--- src/rtl/hc595_chain_driver_pkg.sv ---
// Shared types and constants for the 74HC595 chain driver and its display formatting neighbours.
// Optional output-enable support in the top level is selected with HC595_OE_EN.
package hc595_pkg;

    typedef enum logic [1:0] {
        IDLE,
        SHIFT_LO,
        SHIFT_HI,
        LATCH
    } state_t;

    localparam int DEFAULT_DATA_W  = 16;
    localparam int DEFAULT_CLK_DIV = 2;

    // Counter width that never collapses to zero bits for a count of one.
    function automatic int clog2_min1(input int n);
        int w;
        w = $clog2(n);
        return (w < 1) ? 1 : w;
    endfunction

endpackage

--- src/rtl/hc595_chain_driver_tick_gen.sv ---
// Phase counter for serial pin drivers: tc is high on the last cycle of every DIV-cycle phase.
// Holding clear high parks the count at zero so the next phase starts a full DIV cycles long.
module hc595_tick_gen
    import hc595_pkg::*;
#(
    parameter int DIV = DEFAULT_CLK_DIV
) (
    input  logic clk,
    input  logic rst,
    input  logic clear,
    output logic tc
);

    localparam int W = clog2_min1(DIV);
    localparam logic [W-1:0] LAST = W'(DIV - 1);

    logic [W-1:0] count;

    always_ff @(posedge clk) begin
        if (rst || clear) begin
            count <= '0;
        end else if (count == LAST) begin
            count <= '0;
        end else begin
            count <= count + W'(1);
        end
    end

    assign tc = (count == LAST);

endmodule

--- src/rtl/hc595_chain_driver.sv ---
// Serial driver for a daisy chain of 74HC595s: one handshake-accepted word per transfer, then a latch pulse.
// Define HC595_OE_EN to add an active-low output enable that stays blanked until the first word is latched.
module hc595_chain_driver
    import hc595_pkg::*;
#(
    parameter int DATA_W    = DEFAULT_DATA_W,
    parameter int CLK_DIV   = DEFAULT_CLK_DIV,
    parameter bit MSB_FIRST = 1'b1
) (
    input  logic              sys_clk,
    input  logic              sys_rst,
    input  logic [DATA_W-1:0] data,
    input  logic              data_valid,
    output logic              ready,
    output logic              shcp,
    output logic              stcp,
    output logic              ds
`ifdef HC595_OE_EN
    ,
    output logic              oe_n
`endif
);

    localparam int CNT_W = clog2_min1(DATA_W);
    localparam logic [CNT_W-1:0] LAST_BIT = CNT_W'(DATA_W - 1);

    state_t            state, state_next;
    logic [DATA_W-1:0] sreg, sreg_next, sreg_shifted;
    logic [CNT_W-1:0]  bit_cnt, bit_cnt_next;
    logic              ready_next, shcp_next, stcp_next, ds_next;
    logic              tick;

    hc595_tick_gen #(
        .DIV (CLK_DIV)
    ) u_tick (
        .clk   (sys_clk),
        .rst   (sys_rst),
        .clear (state == IDLE),
        .tc    (tick)
    );

    assign sreg_shifted = MSB_FIRST ? (sreg << 1) : (sreg >> 1);

    always_comb begin
        state_next   = state;
        sreg_next    = sreg;
        bit_cnt_next = bit_cnt;
        ready_next   = ready;
        shcp_next    = shcp;
        stcp_next    = stcp;
        ds_next      = ds;
        case (state)
            IDLE: begin
                if (data_valid && ready) begin
                    sreg_next    = data;
                    ds_next      = MSB_FIRST ? data[DATA_W-1] : data[0];
                    ready_next   = 1'b0;
                    bit_cnt_next = '0;
                    state_next   = SHIFT_LO;
                end
            end
            SHIFT_LO: begin
                if (tick) begin
                    shcp_next  = 1'b1;
                    state_next = SHIFT_HI;
                end
            end
            SHIFT_HI: begin
                // ds moves on the falling shcp edge so it has a full low phase to settle.
                if (tick) begin
                    shcp_next = 1'b0;
                    if (bit_cnt == LAST_BIT) begin
                        stcp_next  = 1'b1;
                        state_next = LATCH;
                    end else begin
                        bit_cnt_next = bit_cnt + CNT_W'(1);
                        sreg_next    = sreg_shifted;
                        ds_next      = MSB_FIRST ? sreg_shifted[DATA_W-1] : sreg_shifted[0];
                        state_next   = SHIFT_LO;
                    end
                end
            end
            LATCH: begin
                if (tick) begin
                    stcp_next  = 1'b0;
                    ready_next = 1'b1;
                    state_next = IDLE;
                end
            end
            default: state_next = IDLE;
        endcase
    end

    always_ff @(posedge sys_clk) begin
        if (sys_rst) begin
            state   <= IDLE;
            sreg    <= '0;
            bit_cnt <= '0;
            ready   <= 1'b1;
            shcp    <= 1'b0;
            stcp    <= 1'b0;
            ds      <= 1'b0;
        end else begin
            state   <= state_next;
            sreg    <= sreg_next;
            bit_cnt <= bit_cnt_next;
            ready   <= ready_next;
            shcp    <= shcp_next;
            stcp    <= stcp_next;
            ds      <= ds_next;
        end
    end

`ifdef HC595_OE_EN
    // Outputs stay blanked until a real word has reached the storage registers.
    always_ff @(posedge sys_clk) begin
        if (sys_rst) begin
            oe_n <= 1'b1;
        end else if (state == LATCH && tick) begin
            oe_n <= 1'b0;
        end
    end
`endif

endmodule

--- config.mk ---
export PLATFORM = sky130hd
export DESIGN_NAME = hc595_chain_driver
export DESIGN_NICKNAME = d
export VERILOG_FILES = /design/src/rtl/hc595_chain_driver_pkg.sv /design/src/rtl/hc595_chain_driver_tick_gen.sv /design/src/rtl/hc595_chain_driver.sv
export SDC_FILE = /design/constraint.sdc
export NUM_CORES = 1
export LEC_CHECK = 0
export ABC_CLOCK_PERIOD_IN_PS = 2700
export CORE_UTILIZATION = 26
export DETAILED_ROUTE_END_ITERATION = 8
export GPL_TIMING_DRIVEN = 0
export SLEW_MARGIN = 20
export SYNTH_ARGS = -nofsm -noshare
export SYNTH_HDL_FRONTEND = slang
export SYNTH_HIERARCHICAL = 1
export SYNTH_SLANG_ARGS = --single-unit
--- constraint.sdc ---
create_clock -name sys_clk -period 2.7 [get_ports sys_clk]
set_input_delay 0.405 -clock sys_clk [delete_from_list [all_inputs] [get_ports sys_clk]]
set_output_delay 0.405 -clock sys_clk [all_outputs]
set_load 0.01 [all_outputs]
==> After elaboration in Yosys (flattened, before gate mapping) <==
Cells that the tools add are included.
{ "op_classes": {"mux": 26, "n_reduce_logical": 13, "n_eq_ne": 10, "addsub": 2} }
{ "op_table": {"columns": ["op", "count"], "rows": [
  ["$mux W15", 3],
  ["$pmux W15 S2", 1],
  ["$mux W4", 3],
  ["$reduce_and A4 Y1", 3],
  ["$mux W2", 5],
  ["$mux W1", 8],
  ["$pmux W1 S2", 4],
  ["$pmux W2 S4", 1],
  ["$pmux W4 S2", 1],
  ["$reduce_bool A2 Y1", 4],
  ["$ne A2 B1 Y1 const B", 3],
  ["$ne A2 B2 Y1 const B", 3],
  ["$reduce_and A3 Y1", 2],
  ["$add A4 B1 Y4 const B", 1],
  ["$eq A2 B2 Y1 const B", 2],
  ["$eq A4 B4 Y1 const B", 1],
  ["$eq A2 B1 Y1 const B", 1],
  ["$logic_not A2 Y1", 1],
  ["$reduce_or A2 Y1", 1],
  ["$add A1 B1 Y1 const B", 1],
  ["$logic_and A1 B1 Y1", 1],
  ["$logic_or A1 B1 Y1", 1]
]} }
{ "totals": {"out_inout_bits": 4, "word_cells": 59, "reg_bits": 26} }

==> Logic depth before layout (Yosys ltp) <==
{ "logic_depth": {"depth_word": 4, "mapped_depth": 7} }

==> Modules after synthesis <==
The synthesis kept the hierarchy.
{ "by_module_without_submodules": {"columns": ["module", "seq_area_each_um2", "instances", "area_per_inst_um2", "cells_each"], "rows": [
  ["hc595_chain_driver", 500.5, 1, 1296.2, 126],
  ["hc595_tick_gen", 20.0, 1, 30.0, 2]
]} }

==> Least setup slack after synthesis <==
OpenSTA, ideal clock, no wires.
{ "synth_timing": {"path_kind": "reg-to-reg", "startpoint": "reg bit_cnt[0]", "endpoint": "reg sreg[10]", "arrival_ps": 1333, "t_required_ps": 2619, "path_stages_with_launch": 7, "path_slack_ps": 1286, "setup_ps": 81, "cell_sequence": "dfxtp_1 -> ha_1 -> a41oi_2 -> a21boi_4 -> buf_6 -> nor2_1 -> a211oi_2"} }
{ "synth_via": {"elab_chain_len": 3} }
{ "synth_rtl": {"columns": ["item", "line_no", "source"], "rows": [
  ["start: declaration", "hc595_chain_driver.sv:29", "logic [CNT_W-1:0] bit_cnt, bit_cnt_next;"],
  ["start signal: assignment", "hc595_chain_driver.sv:106", "bit_cnt <= bit_cnt_next;"],
  ["$eq A4 B4 Y1", "hc595_chain_driver.sv:72", "if (bit_cnt == LAST_BIT) begin"],
  ["$ne A2 B2 Y1 (no line)", null, null],
  ["$reduce_and A4 Y1 (no line)", null, null],
  ["end signal: assignment", "hc595_chain_driver.sv:105", "sreg <= sreg_next;"],
  ["end: declaration", "hc595_chain_driver.sv:28", "logic [DATA_W-1:0] sreg, sreg_next, sreg_shifted;"]
]} }
No other way between the ends.
A chain may end at the register's enable or synchronous reset.

==> Final worst setup path <==
{ "layout_timing": {"startpoint": "reg ready", "endpoint": "out ready"} }
{ "layout_lines": {"columns": ["item", "line_no", "source"], "rows": [
  ["start: declaration", "hc595_chain_driver.sv:14", "output logic ready,"],
  ["start signal: assignment", "hc595_chain_driver.sv:107", "ready <= ready_next;"]
]} }
No word-level cell between the ends.

==> metrics.md <==
| Metric | Value |
|---|---|
| Outcome | finished clean |
| Slew at the pin closest to its max-slew limit | 0.681 ns |
| Clock-pin slew of the registers on the worst-case setup and hold paths | 0.10 ns |
| Routed vias | 991 |
| Die Wd | 73.4 um |
| Routability Congestion | 0.797 |
| Post_cts resized | 0 |
| Fill cells | 526 |
| Clock Tree Buf Depth | 2 |
| DRT Pass-1 Iters | 4 |
| Fin nets | 175 |
| Final WL | 2630 um |
| Die area | 5390 um^2 |
| Compound-cell area share of the yosys netlist | 25.9% |
| Met1 Use GR | 14.2% |
| Met2 usage | 16.4% |
| Port Buffer Count | 22 |
| Root buffer cell | clkbuf_8 |
| Maximum clock rate | 579 MHz |
| FP Rows | 25 |
| Fin crit period | 1.73 ns |
| Met3 Use GR | 2.06% |
| CP endpoint kind | output pin |
| Largest net degree at the start of global routing | 16 |
| CTS tree | built |
| TritonCTS Buffers | 3 |
| Tcrit/Tclk final | 64.0% |
| Most Crowded Layer GR | met2 |
| Syn nets | 148 |
| Setup TNS | 0 ns |
| H-tree depth | 1 |
| Clk sinks | 26 |
| Layout cells sized above 1 | 21.4% |
| Final hold slack | 0.482 ns |
| Via density per instance | 4.48 |
| Antenna Violating Nets Remaining | 0 |
| Worst path cell trace | clkdlybuf4s50_1 |
| Vias in the first global route | 964 |
| Cell Area, Synth | 1330 um^2 |
| RSZ-0062 raised after global routing | false |
| Largest family of logic cells by synthesized area | compound AO/OA/AOI/OAI gates |
| Worst EP arrival | 1.32 ns |
| Num ports | 23 |
| Endpoints failing hold | 0 |
| Adder-Cell Fraction of Synth Area | 0.943% |
| Die Height | 73.4 um |
| Sequential share of the synthesized area | 39.2% |
| Final setup viols | 0 |
| CP Launch Type | flip-flop |
| Wirelength per Cell | 11.9 um |
| Placed instance area | 1630 um^2 |
| Dpl hpwl | 1890 um |
| Pleak | 0.690 nW |
| Crit-path leading delay family | buffers and inverters |
| Post-route DRC violation count | 0 |
| Worst Path Required | 2.30 ns |
| Clock Latency Late Sink | 0.28 ns |
| Initial core utilization | 27.5% |
| Core ar. | 4820 um^2 |
| PD cells | 558 nW/um^2 |
| Hold Crit Class | flip-flop to flip-flop |
| Critical path's slowest cell | clkdlybuf4s50_1 |
| Gr ovfl total | 0 |
| Antenna violations before repair | 0 |
| Xor/xnor share of the synthesized area | 0% |
| Antenna diodes | 0 |
| # hold bufs at CTS | 0 |
| CP Max Fanout | 5 |
| Synthesis-to-finish area growth | 28.3% |
| Mux contribution to synthesized area | 12.1% |
| Setup WS post-layout | 0.972 ns |
| Pre-CTS WS | 0.636 ns |
| CP Class | flip-flop to output pin |
| Post-Synthesis Cells | 128 |
| Distinct cell type count after synthesis | 30 |
| Post-route cell area | 1700 um^2 |
| Max VDD drop | 0.183 mV |
| Avg Inst Size Synth | 10.4 um^2 |
| Post-CTS Setup Inserts | 0 |
| Post-synthesis simple-gate area fraction | 14.7% |
| Max_cap viols | 0 |
| Final Max Tran Viols | 0 |
| GRT Resource Usage Total | 10.6% |
| Clock skew | 0.00264 ns |
| Initial DRC count | 33 |
| CP Buf/Inv Count | 1 |
| First-pass GRT wire length | 4420 um |
| Synth Warn # | 6 |
| Critical Path Max Stage Delay | 0.58 ns |
| Synthesized flop and latch total | 26 |
| Worst slew margin | 54.6% |
## final timing paths
kind                    from        to  slack (ns)  depth (start not counted)
setup / recovery       ready     ready        0.97                          1
setup reg to reg  bit_cnt[0]  sreg[11]        1.15                          6
hold reg to reg         shcp      shcp        0.48                          2
hold / removal          shcp      shcp        0.48                          2
## power breakdown
part	switching, W	leakage [nW]	internal [W]
combinational	0.0000885	0.441	0.0000949
sequential	0.0000184	0.213	0.000415
clock	0.000135	0.0357	0.000199
## cell families (layout without fill, tap and decap cells)
family,after synthesis,in the layout
AOI/OAI and AO/OA,36,36
adders and majority gates,1,1
buffers and inverters,12,38
DFF,26,26
muxes,16,16
and+or+nand+nor,37,37
## state kept, by name, indices dropped and copies added, names as in the netlist
name	count
state	2
ready	1
sreg	15
stcp	1
bit_cnt	4
shcp	1
ds	1
u_tick/tc	1
## cell usage in the layout (no fill, tap or decap), types with 2 or more instances in the layout
cell type | synthesis | layout
dfxtp_1 | 26 | 26
nor2_1 | 23 | 23
clkdlybuf4s50_1 | 0 | 22
mux2i_1 | 16 | 16
a211oi_2 | 16 | 16
a21oi_1 | 7 | 7
buf_6 | 6 | 6
nand2_1 | 3 | 3
clkbuf_1 | 3 | 3
o21ai_0 | 3 | 3
clkbuf_8 | 0 | 3
inv_1 | 2 | 2
a22oi_1 | 2 | 2
o21bai_1 | 2 | 2
nor3_2 | 2 | 2
## layout make-up
class | count | area (um^2) | share of cell area (%)
multi-input combinational | 90 | 712 | 41.8
sequential | 26 | 520 | 30.6
timing repair buffer | 22 | 220 | 12.9
buffer | 10 | 86.3 | 5.07
tap | 67 | 83.8 | 4.93
clock buffer | 3 | 41.3 | 2.43
clock inverter | 1 | 30.0 | 1.76
inverter | 2 | 7.51 | 0.441
## cells in the mapped netlist
cell type	instances	share of area (%)
nor2b_1	1	0.47
nand2b_4	1	1.0
ha_1	1	0.94
nor3_1	1	0.38
and3_1	1	0.47
buf_4	1	0.57
a22oi_1	2	1.1
o21bai_1	2	1.1
a32oi_1	1	0.66
a21boi_4	1	1.4
nand2b_1	1	0.47
a41oi_2	1	1.2
nor3_2	2	1.5
a21oi_1	7	2.6
and3b_1	1	0.66
nand2_1	3	0.85
inv_1	2	0.57
a211oi_1	1	0.57
dfxtp_1	26	39
mux2i_1	16	12
a21o_1	1	0.57
nand3_1	1	0.38
buf_6	6	5.1
nand3b_4	1	1.5
nor2_1	23	6.5
o21ai_0	3	1.1
o21ai_1	1	0.38
a211oi_2	16	15
and2_1	1	0.47
clkbuf_1	3	0.85
## through the flow
step | instances | util [%] | total power, W
2_1_floorplan | 128 | - | 0.000567
3_3_place_gp | 217 | 33.8 | 0.000625
3_5_place_dp | 217 | 33.8 | 0.000627
4_1_cts | 221 | 35.3 | 0.000959
5_1_grt | 221 | 35.3 | 0.000995
6_report | 221 | 35.3 | 0.000950
## per-layer routing
layer,wire length (um),share of wire (%)
met1,1340,51
met2,1140,43
met3,106,4.0
met4,43,1.6
met5,0,0
Note: power is estimated with default switching activity, not from simulation.
==> RTL change 1 (config.mk and constraints unchanged) <==
Change the package constant `DEFAULT_CLK_DIV` from 2 to 1.
--- a/src/rtl/hc595_chain_driver_pkg.sv
+++ b/src/rtl/hc595_chain_driver_pkg.sv
@@ -11,5 +11,5 @@
 
     localparam int DEFAULT_DATA_W  = 16;
-    localparam int DEFAULT_CLK_DIV = 2;
+    localparam int DEFAULT_CLK_DIV = 1;
 
     // Counter width that never collapses to zero bits for a count of one.
Behaviour: not the same (Yosys sat finds a counterexample within 4 cycles, from zero or initial values and one cycle with sys_rst high).
==> RTL change 1 against the unedited design <==
First-iteration DRC count decreased by 48%. Total power increased by 1.5%. Area after synthesis decreased by 0.47%. Design area decreased by 0.96%. Setup slack improved by 39 ps. Wire length decreased by 0.15%. Sequential cell count unchanged. Sequential share of layout area increased by 0.30 points. Largest power group unchanged. Highest routed layer unchanged.
==> RTL change 1: results <==
set metrics [dict create \
    grt_first_pass_wirelength_um 4370 \
    timing.rr.end "sreg[14]" \
    n_sequential_cell 26 \
    clock_area_frac 0.0423 \
    ir_drop_mv 0.257 \
    area_growth_pct 27.7 \
    routabilityCongestion 0.802 \
    fin_skew_ps 8.15 \
    placed_cell_area_um2 1610 \
    buffer_area_frac 0.176 \
    place.port_buffers 21 \
    p_leak_nw 0.700 \
    final_net_count 174 \
    met1_usage 0.136 \
    p_switching_w 0.000247 \
    worstMarginPinSlew_ps 715 \
    route.met3.wl_um 80 \
    routed_via_density 4.44 \
    grt_pass1_vias 975 \
    finalNonFillerCells 220 \
    grt_util_met3 0.0178 \
    nonClockInverterCount 3 \
    status "complete, no violations" \
    avgRoutedWirePerCell_um 11.9 \
    cp.arrival_ps 1280 \
]
-- RTL change 1: power by group through the flow --
stage               clock [W]  sequential (W)  combinational, W
global route         0.000347        0.000441          0.000220
detailed placement          0        0.000445          0.000202
global placement            0        0.000443          0.000200
CTS                  0.000334        0.000436          0.000203
finish               0.000328        0.000436          0.000201
floorplan                   0        0.000442          0.000141
-- RTL change 1: worst min-delay path, stage by stage (launching register included) --
cell and delay (ps):
dfxtp_1 330, nand2_1 60, a21oi_1 50
-- RTL change 1: worst max-delay path by stage --
| stage | startpoint | cells after the start | slack (ps) | endpoint |
|---|---|---|---|---|
| 3_5_place_dp | data_valid | 5 | 800 | bit_cnt[3] |
| 2_1_floorplan | bit_cnt[0] | 6 | 1290 | sreg[10] |
| 4_1_cts | ready | 1 | 1000 | ready |
| 3_3_place_gp | data_valid | 5 | 850 | bit_cnt[3] |
| 5_1_grt | data_valid | 5 | 900 | bit_cnt[3] |
| 6_report | ready | 1 | 1010 | ready |
==> RTL change 2 (same flow settings) <==
Made on the original files. Re-encode `state_t` (4 states) as Gray code, 2 bits wide.
--- a/src/rtl/hc595_chain_driver_pkg.sv
+++ b/src/rtl/hc595_chain_driver_pkg.sv
@@ -4,8 +4,8 @@
 
     typedef enum logic [1:0] {
-        IDLE,
-        SHIFT_LO,
-        SHIFT_HI,
-        LATCH
+        IDLE     = 2'b00,
+        SHIFT_LO = 2'b01,
+        SHIFT_HI = 2'b11,
+        LATCH    = 2'b10
     } state_t;
 
Check against the original RTL: same outputs for any inputs over 10 cycles, from zero or initial values and one cycle with sys_rst high; not proved beyond that.
==> RTL change 2 against the unedited design <==
Setup slack improved by 10 ps. Sequential cell count stayed put. Sequential power is 3% lower. Area after synthesis is 2.2% higher. Total power shrank 17%. Non-clock buffer count is 5 higher. Via count is 14% higher. Core utilization down 0.48 points. Clock power is 35% lower. Design area hardly changed. Die area up 2.1%. Combinational power shrank 20%. Hold slack lost 4.9 ps. Wire length rose by 18%. Critical path type unchanged.
==> RTL change 2: results <==
set metrics [dict create \
    status "complete, no violations" \
    clk_latency_ps 270 \
    ir_drop_mv 0.187 \
    avgRoutedWirePerCell_um 14.1 \
    synthTopCellsByCount "26 x dfxtp_1, 18 x mux2i_1, 16 x o2111ai_1, 8 x o31ai_1, 8 x o31ai_2" \
    cts-root-buf "clkbuf_8" \
    cp.arrival_ps 1310 \
    worstMarginPinSlew_ps 593 \
    grt_usage 0.120 \
    syn_nets 147 \
    place.port_buffers 22 \
    crit_slowest_cell "clkdlybuf4s50_1" \
    drt_iter0_markers 56 \
    routabilityCongestion 0.806 \
    vias 1129 \
    drive_above_1_share 0.164 \
    synth_seq_area_share 0.384 \
    post_cts_resized 0 \
    ys_types 34 \
    grt_max_degree 14 \
    fillers 509 \
    synthArstFlopShare 0 \
    fin_skew_ps 3.31 \
    final_net_count 174 \
    grt_first_pass_wirelength_um 5040 \
    critical_path.top_delay_family "buffers and inverters" \
    cts-buffers-inserted 3 \
    yosysTopAreaCellShare 0.384 \
    cp_slowest_stage_delay_ps 580 \
    reg_top3 "sreg x15, bit_cnt x4, state x2" \
    hpwl_um 2230 \
    synth_area_leaders "dfxtp_1 38%, mux2i_1 13%, o2111ai_1 10%" \
    hold_class "flop to flop" \
    cp_max_fo 5 \
    max-cap-violations 0 \
    p_leak_nw 0.690 \
]
[RTL change 2: cell count changes after synthesis, moves of 3 or more]
| cell | before | now |
|---|---|---|
| clkbuf_1 | 3 | 6 |
| o2111ai_1 | 0 | 16 |
| buf_2 | 0 | 3 |
| a211oi_2 | 16 | 0 |
| o31ai_2 | 0 | 8 |
| buf_6 | 6 | 3 |
| o31ai_1 | 0 | 8 |
| nor2_1 | 23 | 2 |
[RTL change 2: routing by layer]
layer | vias to the layer above | GRT usage | routed length (um)
met5 | - | 0 | 0
met2 | 20 | 0.193 | 1510
met3 | 5 | 0.0149 | 65
met4 | 0 | 0.0513 | 51
met1 | 547 | 0.162 | 1470
li1 | 557 | - | -
[RTL change 2: worst register-to-register path, stage by stage, from the launching register on]
cell and delay [ps]:
dfxtp_1 340, ha_1 230, and3_1 210, buf_2 190
buf_2 200, o2111ai_1 240, o31ai_2 100
[RTL change 2: cells by family (layout without fill, tap and decap cells)]
logic type               count (synthesis)  after routing  synth area share
multiplexers                            19             19             0.141
AO/OA/AOI/OAI                           46             46             0.294
adder cells (fa/ha/maj)                  1              1           0.00923
buffers and inverters                   18             43            0.0803
flip-flops                              26             26             0.384
AND/OR/NAND/NOR                         17             17            0.0914
[RTL change 2: power by group]
| part | internal, W | switching, W | leakage (nW) |
|---|---|---|---|
| registers | 0.000406 | 0.0000149 | 0.212 |
| clock network | 0.000100 | 0.000117 | 0.0216 |
| logic | 0.0000758 | 0.0000699 | 0.457 |
| total | 0.000582 | 0.000202 | 0.690 |
[RTL change 2: worst paths after layout]
check | startpoint | cells after the start | end | slack, ps
min | sreg[0] | 2 | sreg[0] | 480
min reg2reg | sreg[0] | 2 | sreg[0] | 480
max | ready | 1 | ready | 980
max reg2reg | bit_cnt[0] | 6 | sreg[8] | 1060
[RTL change 2: cell type report]
| class | instances | share of cell area |
|---|---|---|
| multi-input combinational | 83 | 0.427 |
| timing repair buffer | 22 | 0.130 |
| buffer | 15 | 0.0574 |
| inverter | 3 | 0.00662 |
| sequential | 26 | 0.306 |
| clock buffer | 3 | 0.0243 |
| tap | 67 | 0.0493 |
[RTL change 2: through the flow]
step                      instance area (um2)  setup WS, ps  hold WS (ps)  instances
after detailed placement                 1660           763           471        216
after global routing                     1700           895           514        219
after floorplan                          1360          1230           437        127
after global placement                   1660           788           453        216
final                                    1700           982           477        219
after CTS                                1700           980           485        219
